===== config.mk =====
export PLATFORM = sky130hd
export DESIGN_NAME = btn_conditioner
export DESIGN_NICKNAME = d
export VERILOG_FILES = /design/src/rtl/btn_conditioner_pkg.sv /design/src/rtl/sync_2ff.sv /design/src/rtl/btn_conditioner.sv
export SDC_FILE = /design/constraint.sdc
export NUM_CORES = 1
export LEC_CHECK = 0
export CORE_UTILIZATION = 25
export CTS_BUF_LIST = sky130_fd_sc_hd__clkbuf_4 sky130_fd_sc_hd__clkbuf_8
export DETAILED_ROUTE_END_ITERATION = 10
export GPL_ROUTABILITY_DRIVEN = 0
export PLACE_DENSITY_LB_ADDON = 0.3
export SKIP_CTS_REPAIR_TIMING = 1
export SYNTH_ARGS = -nofsm -noshare
export SYNTH_HDL_FRONTEND = slang
export SYNTH_SLANG_ARGS = --single-unit

===== constraint.sdc =====
create_clock -name clk -period 2.4 [get_ports clk]
set_input_delay 0.24 -clock clk [delete_from_list [all_inputs] [get_ports clk]]
set_output_delay 0.24 -clock clk [all_outputs]
set_load 0.02 [all_outputs]

===== src/rtl/btn_conditioner_pkg.sv =====
// Shared constants for the push-button conditioner and the PicoBlaze ports around it.
// Holds the board-clock debounce default, the port map and the pad idle level.
package btn_conditioner_pkg;

    localparam int unsigned CLK_HZ       = 50_000_000;
    localparam int unsigned DEBOUNCE_1MS = CLK_HZ / 1000;

    localparam logic [7:0] PORT_CLR   = 8'h00;
    localparam logic [7:0] PORT_LEVEL = 8'h01;
    localparam logic [7:0] PORT_FLAG  = 8'h02;
    localparam logic [7:0] PORT_CNT   = 8'h03;

    localparam logic IDLE_LEVEL_DEFAULT = 1'b1;

    function automatic logic isPortWrite(input logic strobe,
                                         input logic [7:0] portId,
                                         input logic [7:0] id);
        return strobe && (portId == id);
    endfunction

endpackage


===== src/rtl/sync_2ff.sv =====
// Two-flop synchroniser for an asynchronous pad input.
// Both flops reset to RESET_VAL so the output never shows a false edge after reset.
module sync_2ff #(
    parameter logic RESET_VAL = 1'b1
) (
    input  logic clk,
    input  logic rst,
    input  logic d_i,
    output logic q_o
);

    logic s1_q;
    logic s2_q;

    always_ff @(posedge clk or posedge rst) begin
        if (rst) begin
            s1_q <= RESET_VAL;
            s2_q <= RESET_VAL;
        end else begin
            s1_q <= d_i;
            s2_q <= s1_q;
        end
    end

    assign q_o = s2_q;

endmodule


===== src/rtl/btn_conditioner.sv =====
// Conditions one active-low button pin: synchronise, debounce, and report press/release
// pulses plus a sticky flag and wrapping press counter that the CPU clears by port write.
module btn_conditioner
    import btn_conditioner_pkg::*;
#(
    parameter int unsigned DEBOUNCE   = DEBOUNCE_1MS,
    parameter int unsigned CNT_W      = 16,
    parameter logic [7:0]  CLR_ID     = PORT_CLR,
    parameter logic        IDLE_LEVEL = IDLE_LEVEL_DEFAULT
) (
    input  logic       clk,
    input  logic       rst,
    input  logic       pin,
    input  logic [7:0] port_id,
    input  logic       write_strobe,
    output logic       level,
    output logic       press_pulse,
    output logic       release_pulse,
    output logic       press_flag,
    output logic [7:0] press_cnt
);

    localparam logic [CNT_W-1:0] CNT_LAST = CNT_W'(DEBOUNCE - 1);

    logic             pinSync;
    logic [CNT_W-1:0] cnt_q;
    logic [CNT_W-1:0] cnt_d;
    logic             level_q;
    logic             level_d;
    logic             pressPulse_q;
    logic             releasePulse_q;
    logic             pressFlag_q;
    logic             pressFlag_d;
    logic [7:0]       pressCnt_q;
    logic [7:0]       pressCnt_d;
    logic             pressEvent;
    logic             releaseEvent;
    logic             clr;

    sync_2ff #(
        .RESET_VAL(IDLE_LEVEL)
    ) u_sync (
        .clk(clk),
        .rst(rst),
        .d_i(pin),
        .q_o(pinSync)
    );

    // Any return of the synchronised input to the current level restarts the count.
    always_comb begin
        cnt_d   = cnt_q;
        level_d = level_q;
        if (pinSync == level_q) begin
            cnt_d = '0;
        end else if (cnt_q == CNT_LAST) begin
            level_d = pinSync;
            cnt_d   = '0;
        end else begin
            cnt_d = cnt_q + CNT_W'(1);
        end
    end

    assign pressEvent   = level_q & ~level_d;
    assign releaseEvent = ~level_q & level_d;
    assign clr          = isPortWrite(write_strobe, port_id, CLR_ID);

    // A press on the same edge as a clear wins, leaving a count of one.
    always_comb begin
        pressFlag_d = pressFlag_q;
        pressCnt_d  = pressCnt_q;
        if (pressEvent) begin
            pressFlag_d = 1'b1;
            pressCnt_d  = clr ? 8'h01 : pressCnt_q + 8'h01;
        end else if (clr) begin
            pressFlag_d = 1'b0;
            pressCnt_d  = 8'h00;
        end
    end

    always_ff @(posedge clk or posedge rst) begin
        if (rst) begin
            cnt_q          <= '0;
            level_q        <= IDLE_LEVEL;
            pressPulse_q   <= 1'b0;
            releasePulse_q <= 1'b0;
            pressFlag_q    <= 1'b0;
            pressCnt_q     <= 8'h00;
        end else begin
            cnt_q          <= cnt_d;
            level_q        <= level_d;
            pressPulse_q   <= pressEvent;
            releasePulse_q <= releaseEvent;
            pressFlag_q    <= pressFlag_d;
            pressCnt_q     <= pressCnt_d;
        end
    end

    assign level         = level_q;
    assign press_pulse   = pressPulse_q;
    assign release_pulse = releasePulse_q;
    assign press_flag    = pressFlag_q;
    assign press_cnt     = pressCnt_q;

endmodule


==> results of run 1 <==
-- sequential cells by signal (all words and copies together) (netlist names) --
register,cells
u_sync.q_o,1
press_flag,1
release_pulse,1
u_sync.s1_q,1
press_pulse,1
press_cnt,8
level,1
cnt_q,16
-- cells by family after synthesis --
| logic type | Yosys count | share of synthesized area (%) |
|---|---|---|
| AOI/OAI and AO/OA | 15 | 6.43 |
| xor gates and xnor gates | 15 | 9.13 |
| adders and majority gates | 2 | 1.74 |
| buffers and inverters | 8 | 2.35 |
| DFF | 30 | 52.4 |
| muxes | 2 | 1.48 |
| and+or+nand+nor | 71 | 26.4 |
-- power breakdown --
part	total, mW	internal (mW)	switching [mW]
registers	0.537	0.521	0.0161
logic	0.0945	0.0483	0.0462
clock network	0.422	0.230	0.192
total	1.05	0.800	0.255
-- Yosys cell counts --
cell	n
buf_2	2
nand4b_1	1
or4_1	7
buf_1	1
a21oi_1	7
mux2i_1	1
ha_1	2
xnor2_1	9
o21ai_0	1
nand4_1	6
dfrtp_1	27
inv_1	4
a21o_1	1
and3_1	4
nor2b_1	2
xor2_1	6
clkbuf_2	1
nor3b_1	1
nor2_1	17
nor4b_1	1
o31ai_1	6
nand3_1	9
mux2_2	1
and2_1	1
or4b_1	2
nor4_1	2
nand2_1	11
or3_1	2
dfstp_2	3
nor3_1	4
or2_2	1
-- layout make-up --
type	count	area share, %
clock buffers	6	4.33
repair buffers	32	15.6
multi-input cells	105	34.3
inverters	4	0.787
flip-flops and latches	30	39.6
well taps	72	4.72
clock inverters	2	0.656
-- per-layer routing --
metal	vias up	wire length (µm)	part of all wire [%]	global-route usage (%)
met2	20	1450	49	17.9
li1	581	-	-	-
met1	576	1370	46	14.2
met4	0	43	1.4	5.09
met5	-	0	0	0
met3	2	101	3.4	2.94
-- worst paths after layout --
kind                                                  to  cells past startpoint                   from  slack (ns)
worst max-delay path            press_cnt[7]$_DFFE_PP0P_                      4    cnt_q[10]$_DFF_PP0_        0.15
max in group asynchronous          u_sync.s1_q$_DFF_PP1_                      3                    rst        1.74
worst max register to register  press_cnt[7]$_DFFE_PP0P_                      4    cnt_q[10]$_DFF_PP0_        0.15
min in group clk                    u_sync.q_o$_DFF_PP1_                      0  u_sync.s1_q$_DFF_PP1_        0.36
worst min-delay path                  cnt_q[6]$_DFF_PP0_                      3                    rst        0.34
worst min register to register      u_sync.q_o$_DFF_PP1_                      0  u_sync.s1_q$_DFF_PP1_        0.36
-- stage by stage --
step	setup slack [ns]	instance area, µm²	power (mW)
after floorplan	0.160	1440	0.593
after global placement	0.0752	1810	0.642
after detailed placement	0.0357	1810	0.643
after CTS	0.00439	1900	1.07
after global routing	0.0587	1910	1.11
final	0.150	1910	1.05
-- worst max-delay path, delay by kind of cell (launching register included) --
| family | cells | cell delay (ns) |
|---|---|---|
| flip-flops | 1 | 0.38 |
| AND/OR/NAND/NOR | 3 | 1.65 |
| AO/OA/AOI/OAI | 1 | 0.14 |
==> results_dict.tcl, run 1 <==
set metrics [dict create \
    status "finished clean" \
    detailedRoute.firstPassIterationCount 4 \
    starting_utilization_of_the_core_area_pct 26.0 \
    fp.dieW_um 77.9 \
    grt_max_degree 31 \
    grt_pass1_vias 1170 \
    cpPeakStageDelay_ns 0.58 \
    cts.clk_slew.worst_paths_ns 0.07 \
    dp_cells 243 \
    number_of_antenna_violations_at_the_first_check_in_global_routing 0 \
    fin_setup_tns_ns 0 \
    fp.dieArea_um2 6060 \
    antenna-diode-count 0 \
    worst_slew_margin_rel_pct 73.5 \
    worstPathCellList "or4b_1 -> or4_4 -> or4_1 -> a21oi_1" \
    tightestPinTransition_ns 0.397 \
    postSynthCellCount 143 \
    cts_tree "done" \
    detailroute.via_count 1179 \
    max_cap_viol_count 0 \
    yosysSeqAreaShare_pct 52.4 \
    postRouteAntennaNets 0 \
    pin_count 24 \
    max-clock-path-buffers 2 \
    crit_path_top_delay_cell "or4_4" \
    multiInputGateArea_um2 654 \
    synth_fp_nets 157 \
    wirelength_um 2970 \
    io_buffers 23 \
    drc_errors 0 \
    rsz0062_at_grt "false" \
    floorplan.rows 27 \
    worst_ep_required_time_ns 2.60 \
    placeableCoreArea_um2 5540 \
    post-route-util_pct 34.4 \
    ff_latch_area_um2 754 \
    syn-cell-area_um2 1440 \
    post-synth-top-area-cell "dfrtp_1" \
    wire_length_of_the_first_global_routing_pass_um 5280 \
    p_per_area_nw_per_um2 553 \
    area_growth_from_synthesis_to_layout_pct 32.5 \
    post-route-period-util_pct 93.7 \
    p_leak_nw 0.775 \
    hold_path_class "in2async" \
    vias_per_cell 4.70 \
    fin_skew_ns 0.00404 \
    cts_sinks 30 \
    die_outline_height_um 77.9 \
    number_of_endpoints_with_negative_hold_slack_in_the_final_report 0 \
    final_cell_mix "27 x dfrtp_1, 23 x clkdlybuf4s50_1, 17 x nor2_1" \
    arrival_ns 2.45 \
    crit_path_start_kind "flop" \
    synth.top_cells.by_area "dfrtp_1 47%, dfstp_2 5.5%, xnor2_1 5.5%, nor2_1 4.4%, or4_1 3.7%" \
    final_layout_size_suffix_gt1_share_pct 12.8 \
    numCtsBuffers 5 \
    clock_insertion_delay_worst_skew_ns 0.27 \
    htree_levels 2 \
    critical_path_class "reg2reg" \
    slew_viol_final 0 \
    grt.overflow.total 0 \
    fillerInstances 590 \
    clock_tree.root_cell "clkbuf_8" \
    synthDistinctLibCells 31 \
    final-instance-count-excl-fill 251 \
    setup_violations 0 \
    synthDominantCellAreaShare_pct 47.0 \
    ys_warn_count 0 \
    yosys_register_bits 30 \
    detailedRoute.firstIterationViolations 52 \
    fin_hold_ws_ns 0.342 \
    dp.final_hpwl_um 2120 \
    maximum_frequency_from_static_timing_analysis_mhz 444 \
    route.detailed.wl_per_inst_um 11.8 \
    min_period_ns 2.25 \
    critical_path.endpoint_type "flop" \
    grtUsageTotal_pct 11.3 \
    layout.cells.most_common "dfrtp_1" \
    syn_avg_cell_area_um2 10.1 \
    ir_worst_vdd_v 0.000379 \
    nets 192 \
    worst-path-max-fanout 13 \
]
Power figures use the tool's default switching activity.
==> run 2, diff against run 1 <==
--- a/config.mk
+++ b/config.mk
@@ -5,6 +5,7 @@
 export SDC_FILE = /design/constraint.sdc
 export NUM_CORES = 1
 export LEC_CHECK = 0
+export ABC_AREA = 1
 export CORE_UTILIZATION = 25
 export CTS_BUF_LIST = sky130_fd_sc_hd__clkbuf_4 sky130_fd_sc_hd__clkbuf_8
 export DETAILED_ROUTE_END_ITERATION = 10
@@ -14,3 +15,4 @@
 export SYNTH_ARGS = -nofsm -noshare
 export SYNTH_HDL_FRONTEND = slang
 export SYNTH_SLANG_ARGS = --single-unit
+export TNS_END_PERCENT = 50
==> run 2 against run 1 <==
- final cell count is 30% higher
- highest routed layer unchanged
- critical path depth shrank 3
- register-to-register slack gained 0.73 ns
- setup slack improved by 0.55 ns
- hold slack worse by 0.016 ns
- power rose by 3.5%
- sequential cell count unchanged
- the run now ends with design-rule violations left
- combinational power down 32%
- global-route usage rose by 0.27 points
==> results_dict.tcl, run 2 <==
set metrics [dict create \
    status "complete, but fails checks" \
    violations_in_the_final_reports "design-rule violations" \
    synth_async_sr_flop_share_pct 100 \
    syn-cell-area_um2 1700 \
    synthFlopType "dfrtp_1" \
    synthMostInstantiatedCell "nand2_1" \
    grt.overflow.total 0 \
    design_power_total_mw 1.09 \
    worst_ep_required_time_ns 2.16 \
    post-route-period-util_pct 70.8 \
    clock_tree.root_cell "clkbuf_8" \
    final_cell_mix "43 x nand2_1, 38 x nor2_1, 27 x dfrtp_1" \
    htree_levels 2 \
    cts_tree "done" \
    critical_path.endpoint_type "output pin" \
    drc_errors 5 \
    worst-r2r-setup-slack_ns 0.88 \
    layout.cells.most_common "nand2_1" \
    rsz0062_at_grt "false" \
    maximum_frequency_from_static_timing_analysis_mhz 588 \
    final_cell_area_um2 2140 \
    die_outline_height_um 84.5 \
    worst_slew_margin_rel_pct 69.8 \
    io_buffers 23 \
    detailroute.via_count 1469 \
    synth_fp_nets 232 \
    wl_met3_um 207 \
    synth.top_cells.by_area "dfrtp_1 40%, nand2_1 9.5%, nor2_1 8.4%, nand3_1 5.9%, inv_1 4.8%" \
    wirelength_um 3590 \
    placement.setup.worst_slack_ns 0.755 \
    clock_insertion_delay_worst_skew_ns 0.29 \
    critical_path_class "reg2out" \
    synthDistinctLibCells 30 \
    detail_route.wirelength.met1_um 1730 \
    floorplan.rows 29 \
    route.detailed.wl_per_inst_um 11.0 \
    fp.dieW_um 84.5 \
    max_cap_viol_count 0 \
    detailedRoute.firstIterationViolations 56 \
    fp.dieArea_um2 7150 \
    postRouteAntennaNets 0 \
    dp_cells 318 \
    p_per_area_nw_per_um2 510 \
    yosys_register_bits 30 \
    worstPathCellList "clkdlybuf4s50_1" \
    ys_warn_count 0 \
    fin_skew_ns 0.00416 \
    r2r_end "cnt_q[8]$_DFF_PP0_" \
    crit_path_start_kind "flop" \
    detailedRoute.firstPassIterationCount 7 \
    tightestPinTransition_ns 0.452 \
    slew_viol_final 0 \
    arrival_ns 1.46 \
    grt_max_degree 31 \
    numCtsBuffers 5 \
    starting_utilization_of_the_core_area_pct 26.4 \
    critical-path-top-delay-family "buffers and inverters" \
    p_leak_nw 0.902 \
    syn_avg_cell_area_um2 7.81 \
    yosysSeqAreaShare_pct 44.3 \
    antenna-diode-count 0 \
    wire_length_of_the_first_global_routing_pass_um 6530 \
    post-route-util_pct 33.1 \
    ir_worst_vdd_v 0.000328 \
    grtUsageTotal_pct 11.5 \
    number_of_antenna_violations_at_the_first_check_in_global_routing 0 \
    fin_hold_ws_ns 0.326 \
    synth_edf_count 0 \
    final_layout_size_suffix_gt1_share_pct 15.7 \
    synthDominantCellAreaShare_pct 39.7 \
    hold_path_class "in2async" \
    post-synth-top-area-cell "dfrtp_1" \
    cp_num_buf_inv 1 \
    met2WireLength_um 1610 \
    grt_pass1_vias 1491 \
    largest_register_ffs 16 \
    routed.top_layer "met4" \
    max-clock-path-buffers 2 \
    cts.clk_slew.worst_paths_ns 0.06 \
    area_growth_from_synthesis_to_layout_pct 25.7 \
    worst-path-max-fanout 4 \
    fin_setup_tns_ns 0 \
    largest-register "cnt_q" \
    vias_per_cell 4.51 \
    synth.top_cells.by_count "43 x nand2_1, 38 x nor2_1, 27 x dfrtp_1" \
    crit_path_top_delay_cell "clkdlybuf4s50_1" \
    cpPeakStageDelay_ns 0.61 \
    worstRegToRegCells 8 \
    final-instance-count-excl-fill 326 \
    startpoint_of_the_worst_slack_reg_to_reg_timing_path "cnt_q[0]$_DFF_PP0_" \
    pin_count 24 \
    cts_sinks 30 \
    setup_violations 0 \
    number_of_endpoints_with_negative_hold_slack_in_the_final_report 0 \
    nets 262 \
    dp.final_hpwl_um 2730 \
    placeableCoreArea_um2 6460 \
    placedInstanceArea_um2 2030 \
    postSynthCellCount 218 \
    min_period_ns 1.70 \
    post-route-worst-setup-slack_ns 0.700 \
    fillerInstances 685 \
]
-- run 2: cell types whose count changed after synthesis, moves of 6 or more --
cell and delta:
inv_1 +18, nand2_1 +32, nand3_1 +11, nor2_1 +21, o21ai_1 +7, o31ai_1 -6, or4_1 -7, xnor2_1 -7
-- run 2: how the worst max path moves through the flow --
stage               startpoint                       end  slack [ns]  cells after the start
3_3_place_gp        port_id[5]  press_cnt[0]$_DFFE_PP0P_        0.79                      7
3_5_place_dp        port_id[4]  press_cnt[0]$_DFFE_PP0P_        0.76                      7
5_1_grt        level$_DFF_PP1_                     level        0.64                      1
2_1_floorplan  level$_DFF_PP1_        cnt_q[8]$_DFF_PP0_        1.01                      9
4_1_cts        level$_DFF_PP1_                     level        0.69                      1
6_report       level$_DFF_PP1_                     level        0.70                      1
-- run 2: cell type report --
cell class | instances | area [µm²] | share of cell area (%)
inverters | 29 | 109 | 5.08
clock buffers | 5 | 68.8 | 3.21
multi-input cells | 158 | 835 | 39.0
clock inverters | 3 | 40.0 | 1.87
well taps | 77 | 96.3 | 4.50
repair buffers | 24 | 238 | 11.1
flip-flops and latches | 30 | 754 | 35.2
-- run 2: power breakdown --
part	switching, mW	internal [mW]
Clock	0.199	0.305
Sequential	0.00723	0.516
Combinational	0.0333	0.0311
-- run 2: worst min-delay path: stages --
cell and delay (ns):
clkdlybuf4s50_1 0.39, inv_1 0.05, buf_4 0.34
-- run 2: per-layer routing --
layer / vias up / track usage (%)
met5: - / 0
met4: 0 / 3.24
met3: 6 / 4.42
met2: 26 / 19.1
met1: 676 / 13.9
li1: 761 / -
-- run 2: cell families after synthesis --
group / share of synthesized area [%]
AOI/OAI and AO/OA: 6.32
xor gates and xnor gates: 2.06
adders and majority gates: 1.47
buffers and inverters: 6.69
DFF: 44.3
and+or+nand+nor: 39.2
